[src/rtl/mbist_pkg.sv]
// Shared types and the March C- element table for the MBIST March engine.
package mbist_pkg;

    localparam int MARCH_NUM_ELEM = 6;

    typedef enum logic [2:0] {E0, E1, E2, E3, E4, E5} march_elem_t;
    typedef enum logic [1:0] {OP_W0, OP_W1, OP_R0, OP_R1} op_t;
    typedef enum logic [1:0] {S_IDLE, S_ISSUE, S_WAIT, S_DONE} state_t;

    typedef struct packed {
        op_t        op0;
        op_t        op1;
        logic [1:0] op_cnt;
        logic       down;
    } elem_desc_t;

    // March C-: {w0} up, (r0,w1) up, (r1,w0) up, (r0,w1) down, (r1,w0) down, (r0) up
    function automatic elem_desc_t elem_desc(input march_elem_t e);
        elem_desc_t d;
        d = '{OP_W0, OP_W0, 2'd1, 1'b0};
        case (e)
            E0:      d = '{OP_W0, OP_W0, 2'd1, 1'b0};
            E1:      d = '{OP_R0, OP_W1, 2'd2, 1'b0};
            E2:      d = '{OP_R1, OP_W0, 2'd2, 1'b0};
            E3:      d = '{OP_R0, OP_W1, 2'd2, 1'b1};
            E4:      d = '{OP_R1, OP_W0, 2'd2, 1'b1};
            E5:      d = '{OP_R0, OP_R0, 2'd1, 1'b0};
            default: ;
        endcase
        return d;
    endfunction

    function automatic logic op_is_read(input op_t op);
        return (op == OP_R0) || (op == OP_R1);
    endfunction

    function automatic logic op_data_one(input op_t op);
        return (op == OP_W1) || (op == OP_R1);
    endfunction

endpackage

[src/rtl/mbist_addr_gen.sv]
// Up/down address counter for the March engine: loads the element's start
// address, steps once per address and flags the last address of the sweep.
module mbist_addr_gen
    import mbist_pkg::*;
#(
    parameter int ADDR_WIDTH = 8
) (
    input  logic                  clk,
    input  logic                  reset,
    input  logic                  load_i,
    input  logic                  load_down_i,
    input  logic                  step_i,
    output logic [ADDR_WIDTH-1:0] addr_o,
    output logic                  is_last_o
);

    localparam logic [ADDR_WIDTH-1:0] ONE = ADDR_WIDTH'(1);

    logic [ADDR_WIDTH-1:0] addr_q, addr_d;
    logic                  down_q, down_d;

    always_comb begin
        addr_d = addr_q;
        down_d = down_q;
        if (load_i) begin
            down_d = load_down_i;
            addr_d = load_down_i ? '1 : '0;
        end else if (step_i) begin
            addr_d = down_q ? addr_q - ONE : addr_q + ONE;
        end
    end

    always_ff @(posedge clk) begin
        if (reset) begin
            addr_q <= '0;
            down_q <= 1'b0;
        end else begin
            addr_q <= addr_d;
            down_q <= down_d;
        end
    end

    assign addr_o    = addr_q;
    assign is_last_o = down_q ? (addr_q == '0) : (addr_q == '1);

endmodule

[src/rtl/mbist_march_engine.sv]
// MBIST initiator: runs March C- on an SRAM port and compares every read.
// MBIST_CONTINUE_ON_FAIL_EN: run to completion on mismatch, count failing reads on fail_count.
//
// state   | meaning
// IDLE    | after reset, waiting for start
// ISSUE   | one memory op on the port (write completes here, read starts)
// WAIT    | read latency; compare on the last wait cycle
// DONE    | result held until start or reset
// The advance step (next op / address / element) is folded into the last
// cycle of ISSUE or WAIT so ops run back to back.
module mbist_march_engine
    import mbist_pkg::*;
#(
    parameter int ADDR_WIDTH   = 8,
    parameter int DATA_WIDTH   = 32,
    parameter int READ_LATENCY = 1
) (
    input  logic                  clk,
    input  logic                  reset,
    input  logic                  start,
    output logic                  busy,
    output logic                  done,
    output logic                  pass,
    output logic                  fail,
    output logic [ADDR_WIDTH-1:0] fail_addr,
    output logic [2:0]            fail_element,
    output logic [DATA_WIDTH-1:0] fail_rdata,
`ifdef MBIST_CONTINUE_ON_FAIL_EN
    output logic [15:0]           fail_count,
`endif
    output logic                  mem_cs,
    output logic                  mem_we,
    output logic                  mem_re,
    output logic [ADDR_WIDTH-1:0] mem_addr,
    output logic [DATA_WIDTH-1:0] mem_wdata,
    input  logic [DATA_WIDTH-1:0] mem_rdata
);

    localparam int WCW = (READ_LATENCY > 1) ? $clog2(READ_LATENCY) : 1;
    localparam logic [WCW-1:0] WAIT_LOAD = WCW'(READ_LATENCY - 1);
    localparam logic [WCW-1:0] WAIT_ONE  = WCW'(1);

    state_t                state_q, state_d;
    march_elem_t           elem_q, elem_d, next_elem;
    logic                  op_idx_q, op_idx_d;
    logic [WCW-1:0]        wait_cnt_q, wait_cnt_d;
    logic                  fail_q, fail_d;
    logic [ADDR_WIDTH-1:0] fail_addr_q, fail_addr_d;
    logic [2:0]            fail_elem_q, fail_elem_d;
    logic [DATA_WIDTH-1:0] fail_rdata_q, fail_rdata_d;
`ifdef MBIST_CONTINUE_ON_FAIL_EN
    logic [15:0]           fail_cnt_q, fail_cnt_d;
`endif

    elem_desc_t            desc, next_desc;
    op_t                   op;
    logic [DATA_WIDTH-1:0] op_data;
    logic                  advance;
    logic                  ag_load, ag_load_down, ag_step, ag_last;
    logic [ADDR_WIDTH-1:0] ag_addr;

    assign desc      = elem_desc(elem_q);
    assign next_elem = march_elem_t'(elem_q + 3'd1);
    assign next_desc = elem_desc(next_elem);
    assign op        = op_idx_q ? desc.op1 : desc.op0;
    assign op_data   = {DATA_WIDTH{op_data_one(op)}};

    mbist_addr_gen #(.ADDR_WIDTH(ADDR_WIDTH)) u_addr_gen (
        .clk         (clk),
        .reset       (reset),
        .load_i      (ag_load),
        .load_down_i (ag_load_down),
        .step_i      (ag_step),
        .addr_o      (ag_addr),
        .is_last_o   (ag_last)
    );

    always_comb begin
        state_d      = state_q;
        elem_d       = elem_q;
        op_idx_d     = op_idx_q;
        wait_cnt_d   = wait_cnt_q;
        fail_d       = fail_q;
        fail_addr_d  = fail_addr_q;
        fail_elem_d  = fail_elem_q;
        fail_rdata_d = fail_rdata_q;
`ifdef MBIST_CONTINUE_ON_FAIL_EN
        fail_cnt_d   = fail_cnt_q;
`endif
        advance      = 1'b0;
        ag_load      = 1'b0;
        ag_load_down = 1'b0;
        ag_step      = 1'b0;
        mem_cs       = 1'b0;
        mem_we       = 1'b0;
        mem_re       = 1'b0;
        mem_wdata    = '0;

        case (state_q)
            S_IDLE, S_DONE: begin
                if (start) begin
                    state_d      = S_ISSUE;
                    elem_d       = E0;
                    op_idx_d     = 1'b0;
                    fail_d       = 1'b0;
                    fail_addr_d  = '0;
                    fail_elem_d  = '0;
                    fail_rdata_d = '0;
`ifdef MBIST_CONTINUE_ON_FAIL_EN
                    fail_cnt_d   = '0;
`endif
                    ag_load      = 1'b1;
                end
            end
            S_ISSUE: begin
                mem_cs = 1'b1;
                if (op_is_read(op)) begin
                    mem_re     = 1'b1;
                    wait_cnt_d = WAIT_LOAD;
                    state_d    = S_WAIT;
                end else begin
                    mem_we    = 1'b1;
                    mem_wdata = op_data;
                    advance   = 1'b1;
                end
            end
            S_WAIT: begin
                if (wait_cnt_q != '0) begin
                    wait_cnt_d = wait_cnt_q - WAIT_ONE;
                end else begin
                    advance = 1'b1;
                    if (mem_rdata != op_data) begin
                        fail_d = 1'b1;
                        if (!fail_q) begin
                            fail_addr_d  = ag_addr;
                            fail_elem_d  = elem_q;
                            fail_rdata_d = mem_rdata;
                        end
`ifdef MBIST_CONTINUE_ON_FAIL_EN
                        if (fail_cnt_q != 16'hFFFF) fail_cnt_d = fail_cnt_q + 16'd1;
`else
                        advance = 1'b0;
                        state_d = S_DONE;
`endif
                    end
                end
            end
            default: state_d = S_IDLE;
        endcase

        // Second op at the same address, else next address, else next element.
        if (advance) begin
            state_d = S_ISSUE;
            if (!op_idx_q && (desc.op_cnt == 2'd2)) begin
                op_idx_d = 1'b1;
            end else begin
                op_idx_d = 1'b0;
                if (!ag_last) begin
                    ag_step = 1'b1;
                end else if (elem_q == E5) begin
                    state_d = S_DONE;
                end else begin
                    elem_d       = next_elem;
                    ag_load      = 1'b1;
                    ag_load_down = next_desc.down;
                end
            end
        end
    end

    always_ff @(posedge clk) begin
        if (reset) begin
            state_q      <= S_IDLE;
            elem_q       <= E0;
            op_idx_q     <= 1'b0;
            wait_cnt_q   <= '0;
            fail_q       <= 1'b0;
            fail_addr_q  <= '0;
            fail_elem_q  <= '0;
            fail_rdata_q <= '0;
`ifdef MBIST_CONTINUE_ON_FAIL_EN
            fail_cnt_q   <= '0;
`endif
        end else begin
            state_q      <= state_d;
            elem_q       <= elem_d;
            op_idx_q     <= op_idx_d;
            wait_cnt_q   <= wait_cnt_d;
            fail_q       <= fail_d;
            fail_addr_q  <= fail_addr_d;
            fail_elem_q  <= fail_elem_d;
            fail_rdata_q <= fail_rdata_d;
`ifdef MBIST_CONTINUE_ON_FAIL_EN
            fail_cnt_q   <= fail_cnt_d;
`endif
        end
    end

    assign mem_addr     = mem_cs ? ag_addr : '0;
    assign busy         = (state_q == S_ISSUE) || (state_q == S_WAIT);
    assign done         = (state_q == S_DONE);
    assign pass         = done & ~fail_q;
    assign fail         = fail_q;
    assign fail_addr    = fail_addr_q;
    assign fail_element = fail_elem_q;
    assign fail_rdata   = fail_rdata_q;
`ifdef MBIST_CONTINUE_ON_FAIL_EN
    assign fail_count   = fail_cnt_q;
`endif

endmodule

[config.mk]
export PLATFORM = sky130hd
export DESIGN_NAME = mbist_march_engine
export DESIGN_NICKNAME = d
export VERILOG_FILES = /design/src/rtl/mbist_pkg.sv /design/src/rtl/mbist_addr_gen.sv /design/src/rtl/mbist_march_engine.sv
export SDC_FILE = /design/constraint.sdc
export NUM_CORES = 1
export LEC_CHECK = 0
export CAP_MARGIN = 10
export CORE_ASPECT_RATIO = 0.6
export CORE_MARGIN = 2
export CORE_UTILIZATION = 41
export DETAILED_ROUTE_END_ITERATION = 8
export PLACE_DENSITY = 0.73
export SLEW_MARGIN = 20
export SYNTH_ARGS = -nofsm -noshare
export SYNTH_HDL_FRONTEND = slang
export SYNTH_SLANG_ARGS = --single-unit
[constraint.sdc]
create_clock -name clk -period 3.93 [get_ports clk]
set_input_delay 0.786 -clock clk [delete_from_list [all_inputs] [get_ports clk]]
set_output_delay 0.786 -clock clk [all_outputs]
set_load 0.02 [all_outputs]
==> summary.txt <==
Timing
  – Final Skew: 9.05 ps
  – Maximum clock rate: between 0.2 and 0.3 GHz
  – RSZ-0062 raised after global routing: false
  – Slew Limit Fails: 0
  – Final setup fails: 0
  – Worst hold margin: 451 ps
  – Setup TNS: 0 ps
  – Fin crit share: 93.5%
  – Slew @ Worst Pin: 859 ps
  – Min Tclk post-route: around 3700 ps
  – Final hold violation count: 0
  – Max transition margin: 42.8%

Power and ir drop
  – Sequential share of power: approximately 30%
  – Sw frac: 42.2%
  – Power density cells: 596 nW/µm²
  – Maximum vdd ir drop: 290 µV
  – Psw: between 1 and 1.5 mW
  – Combinational share of power: 44.5%
  – P_int: between 1.5 and 2 mW
  – Clk pwr share: between 20% and 30%
  – Pleak: 1.57 nW

Floorplan
  – Die Width: 119 µm
  – IO Count: 125
  – Cell row count: 25
  – Core area: 7790 µm²
  – Die Area: 8710 µm²
  – Starting Density: 41.9%
  – Die Ht: 73.1 µm

Run status
  – Status: completed

Synth
  – Flops & latches, synth: 59
  – Mapped Area: 3260 µm²
  – Commonest register cell after synthesis: dfxtp_1
  – Post-Synth Adder-Cell Area: under 10%
  – Post-synthesis xor/xnor area fraction: 1.34%
  – Avg Inst Size Synth: approximately 8.0 µm²
  – Post-synthesis simple-gate area fraction: between 20% and 30%
  – Syn Nets: 460
  – Async S/R FF share, synth: 0%
  – Multiplexer share of the synthesized area: 1.57%
  – Cells after Synth: 409
  – Synth cell types: 50
  – Seq/Total Area, Yosys: a little over a third
  – Largest family of logic cells by synthesized area: simple AND/OR/NAND/NOR gates
  – Compound-Gate Fraction of Synth Area: about 16%
  – YS warnings: 0
  – Post-synth EDFFs: 0

Clocking
  – Post-CTS Setup Repair Bufs: 0
  – H-tree depth: 3
  – Cts-stage hold buffer count: 0
  – Clock Root Buffer: clkbuf_16
  – CTS tree: built
  – CTS Buffer Depth: 2
  – CTS-repair resized insts: 0
  – # clock sinks: 59
  – Clock-pin slew on the worst setup and hold paths: 50 ps
  – Total CTS buffers: 9
  – Clock latency on the worst-skew pair: between 300 and 400 ps

Critical path
  – Worst reg2reg endpoint: fail_addr[3]$_SDFFE_PP0P_
  – Worst reg2reg path depth: 9
  – Reg2reg setup slack: 1020 ps
  – FF-to-FF Start: elem_q[2]$_SDFF_PP0_
  – Worst EP arrival: 2890 ps
  – CP top delay family: buffers and inverters
  – Critical Path Max Stage Delay: around 670 ps
  – Crit Path Class: flip-flop to output port
  – Crit. End Element: output port
  – Slowest CP cell: clkdlybuf4s50_1
  – Buf/Inv on CP: 3
  – Max FO, Critical Path: 32
  – CP cell instances: inv_1 > ha_1 > mux2i_1 > a22oi_2 > or2b_1 > nor2_2 > buf_4 > clkdlybuf4s50_1
  – CP startpoint kind: flip-flop
  – Required @ worst endpoint: 3140 ps

Routing
  – Total length of routed wires: 9.82 mm
  – DRT antenna net count: 0
  – Residual DRC: 0
  – Drt first pass iters: 4
  – Detailed Route Iter0 Violations: 218
  – Vias/cell: 5.40
  – DR WL/cell: roughly 16 µm
  – Via Count: 3284

Cells and area
  – Multi-input combinational cell area: 1680 µm²
  – Sequential cell area: 1180 µm²
  – Syn-to-layout area delta: 41.7%
  – Final nets: approximately 550
  – Highest-count cells in the layout ignoring fill and taps: clkdlybuf4s50_1 (123), dfxtp_1 (59), nand2_1 (57)
  – Diode count: 0
  – Fillers: 682
  – Non-filler instance count after layout: 608
  – Layout cells sized above 1: 5.80%
  – Final core occ: 59.3%
  – Most common cell after layout, fill and taps aside: clkdlybuf4s50_1

Placement
  – GPL Wtd Cong: 0.886
  – Placed Cells: a little under 600
  – Port bufs: about 120
  – Detailed Place HPWL: a little over 7 mm

Run
  – Maxcap violations: 0

Min path
  – Worst hold path stage count: 2
  – Hold wc startpoint: fail_rdata[23]$_SDFFE_PP0P_
  – Hold Crit Endpoint: fail_rdata[23]$_SDFFE_PP0P_
  – Worst hold path type: flip-flop to flip-flop

Global routing
  – Antenna violations before repair: 0
  – Overall Global Routing Usage: 23.0%
  – Vias in the first global route: 3019
  – Largest net degree at the start of global routing: 60
  – Gr ovfl total: 0
  – First-pass GRT wire length: 15.6 mm
[flip-flops by register name (all words and copies together) (netlist names), 2 cells and up]
signal,count
fail_rdata,32
fail_addr,8
u_addr_gen.addr_o,8
elem_q,3
fail_element,3
state_q,2
[layer usage]
layer / global-route usage, % / up-vias / wire [µm]
met1: 31.6 / 1528 / 4540
met3: 9.84 / 12 / 1080
met5: 0 / - / 0
met2: 33.1 / 164 / 4100
met4: 5.95 / 0 / 96
li1: - / 1580 / -
[worst reg2reg max path: cells and delay by family, from the launching register on]
| kind | cells | cell delay (ps) |
|---|---|---|
| fa+ha+maj | 1 | 240 |
| buf+inv | 2 | 500 |
| flops | 1 | 450 |
| compound gates | 3 | 780 |
| simple gates | 3 | 860 |
[area by class of cell]
cell class / instances / share of cell area [%]
tap: 108 / 2.92
multi-input combinational: 276 / 36.3
inverter: 20 / 1.62
clock inverter: 2 / 0.217
clock buffer: 14 / 5.71
sequential: 59 / 25.6
timing repair buffer: 129 / 27.6
[stage by stage]
| step | area, µm² | power (mW) | setup WS, ps |
|---|---|---|---|
| 3_3_place_gp | 4340 | 2.01 | 592 |
| 4_1_cts | 4620 | 2.77 | 225 |
| 5_1_grt | 4620 | 2.92 | 53.1 |
| 2_1_floorplan | 3260 | 1.59 | 263 |
| 6_report | 4620 | 2.75 | 257 |
| 3_5_place_dp | 4340 | 2.03 | 522 |
[cells in the mapped netlist, types with 5 or more instances]
library cell	number	area, µm²
nor4_1	8	50.1
xnor2_1	5	43.8
buf_4	32	240
nand3_1	48	240
nor3_1	9	45.0
a21oi_1	49	245
clkbuf_1	16	60.1
dfxtp_1	59	1180
inv_1	19	71.3
nor2_1	13	48.8
nand2_1	57	214
a221oi_1	9	78.8
nand4_1	8	50.1
ha_1	15	188
and2_1	10	62.6
[logic make-up (layout without fill, tap and decap cells)]
kind of cell             count (synthesis)  in the layout
buffers and inverters                   74            165
flip-flops                              59             59
AND/OR/NAND/NOR                        169            169
multiplexers                             5              5
AO/OA/AOI/OAI                           81             81
XOR/XNOR                                 5              5
adder cells (fa/ha/maj)                 16             16
[worst max path at each step]
stage                               from                                 to  slack [ps]  cells after the start
floorplan           elem_q[0]$_SDFF_PP0_                      mem_wdata[10]         260                      7
global placement           mem_rdata[20]  u_addr_gen.addr_o[5]$_SDFFE_PP0P_         590                      8
detailed placement         mem_rdata[29]  u_addr_gen.addr_o[7]$_SDFFE_PP0P_         520                      8
CTS                 elem_q[0]$_SDFF_PP0_                       mem_wdata[0]         220                      8
global route        elem_q[2]$_SDFF_PP0_                       mem_wdata[0]          50                      8
finish              elem_q[0]$_SDFF_PP0_                       mem_wdata[0]         260                      8
[power groups by stage]
stage	combinational (mW)	clock (mW)	sequential [mW]
floorplan	0.741	0	0.849
global placement	1.19	0	0.821
detailed placement	1.21	0	0.823
CTS	1.22	0.731	0.812
global route	1.34	0.757	0.829
finish	1.22	0.717	0.813
Note: power is estimated with default switching activity, not from simulation.
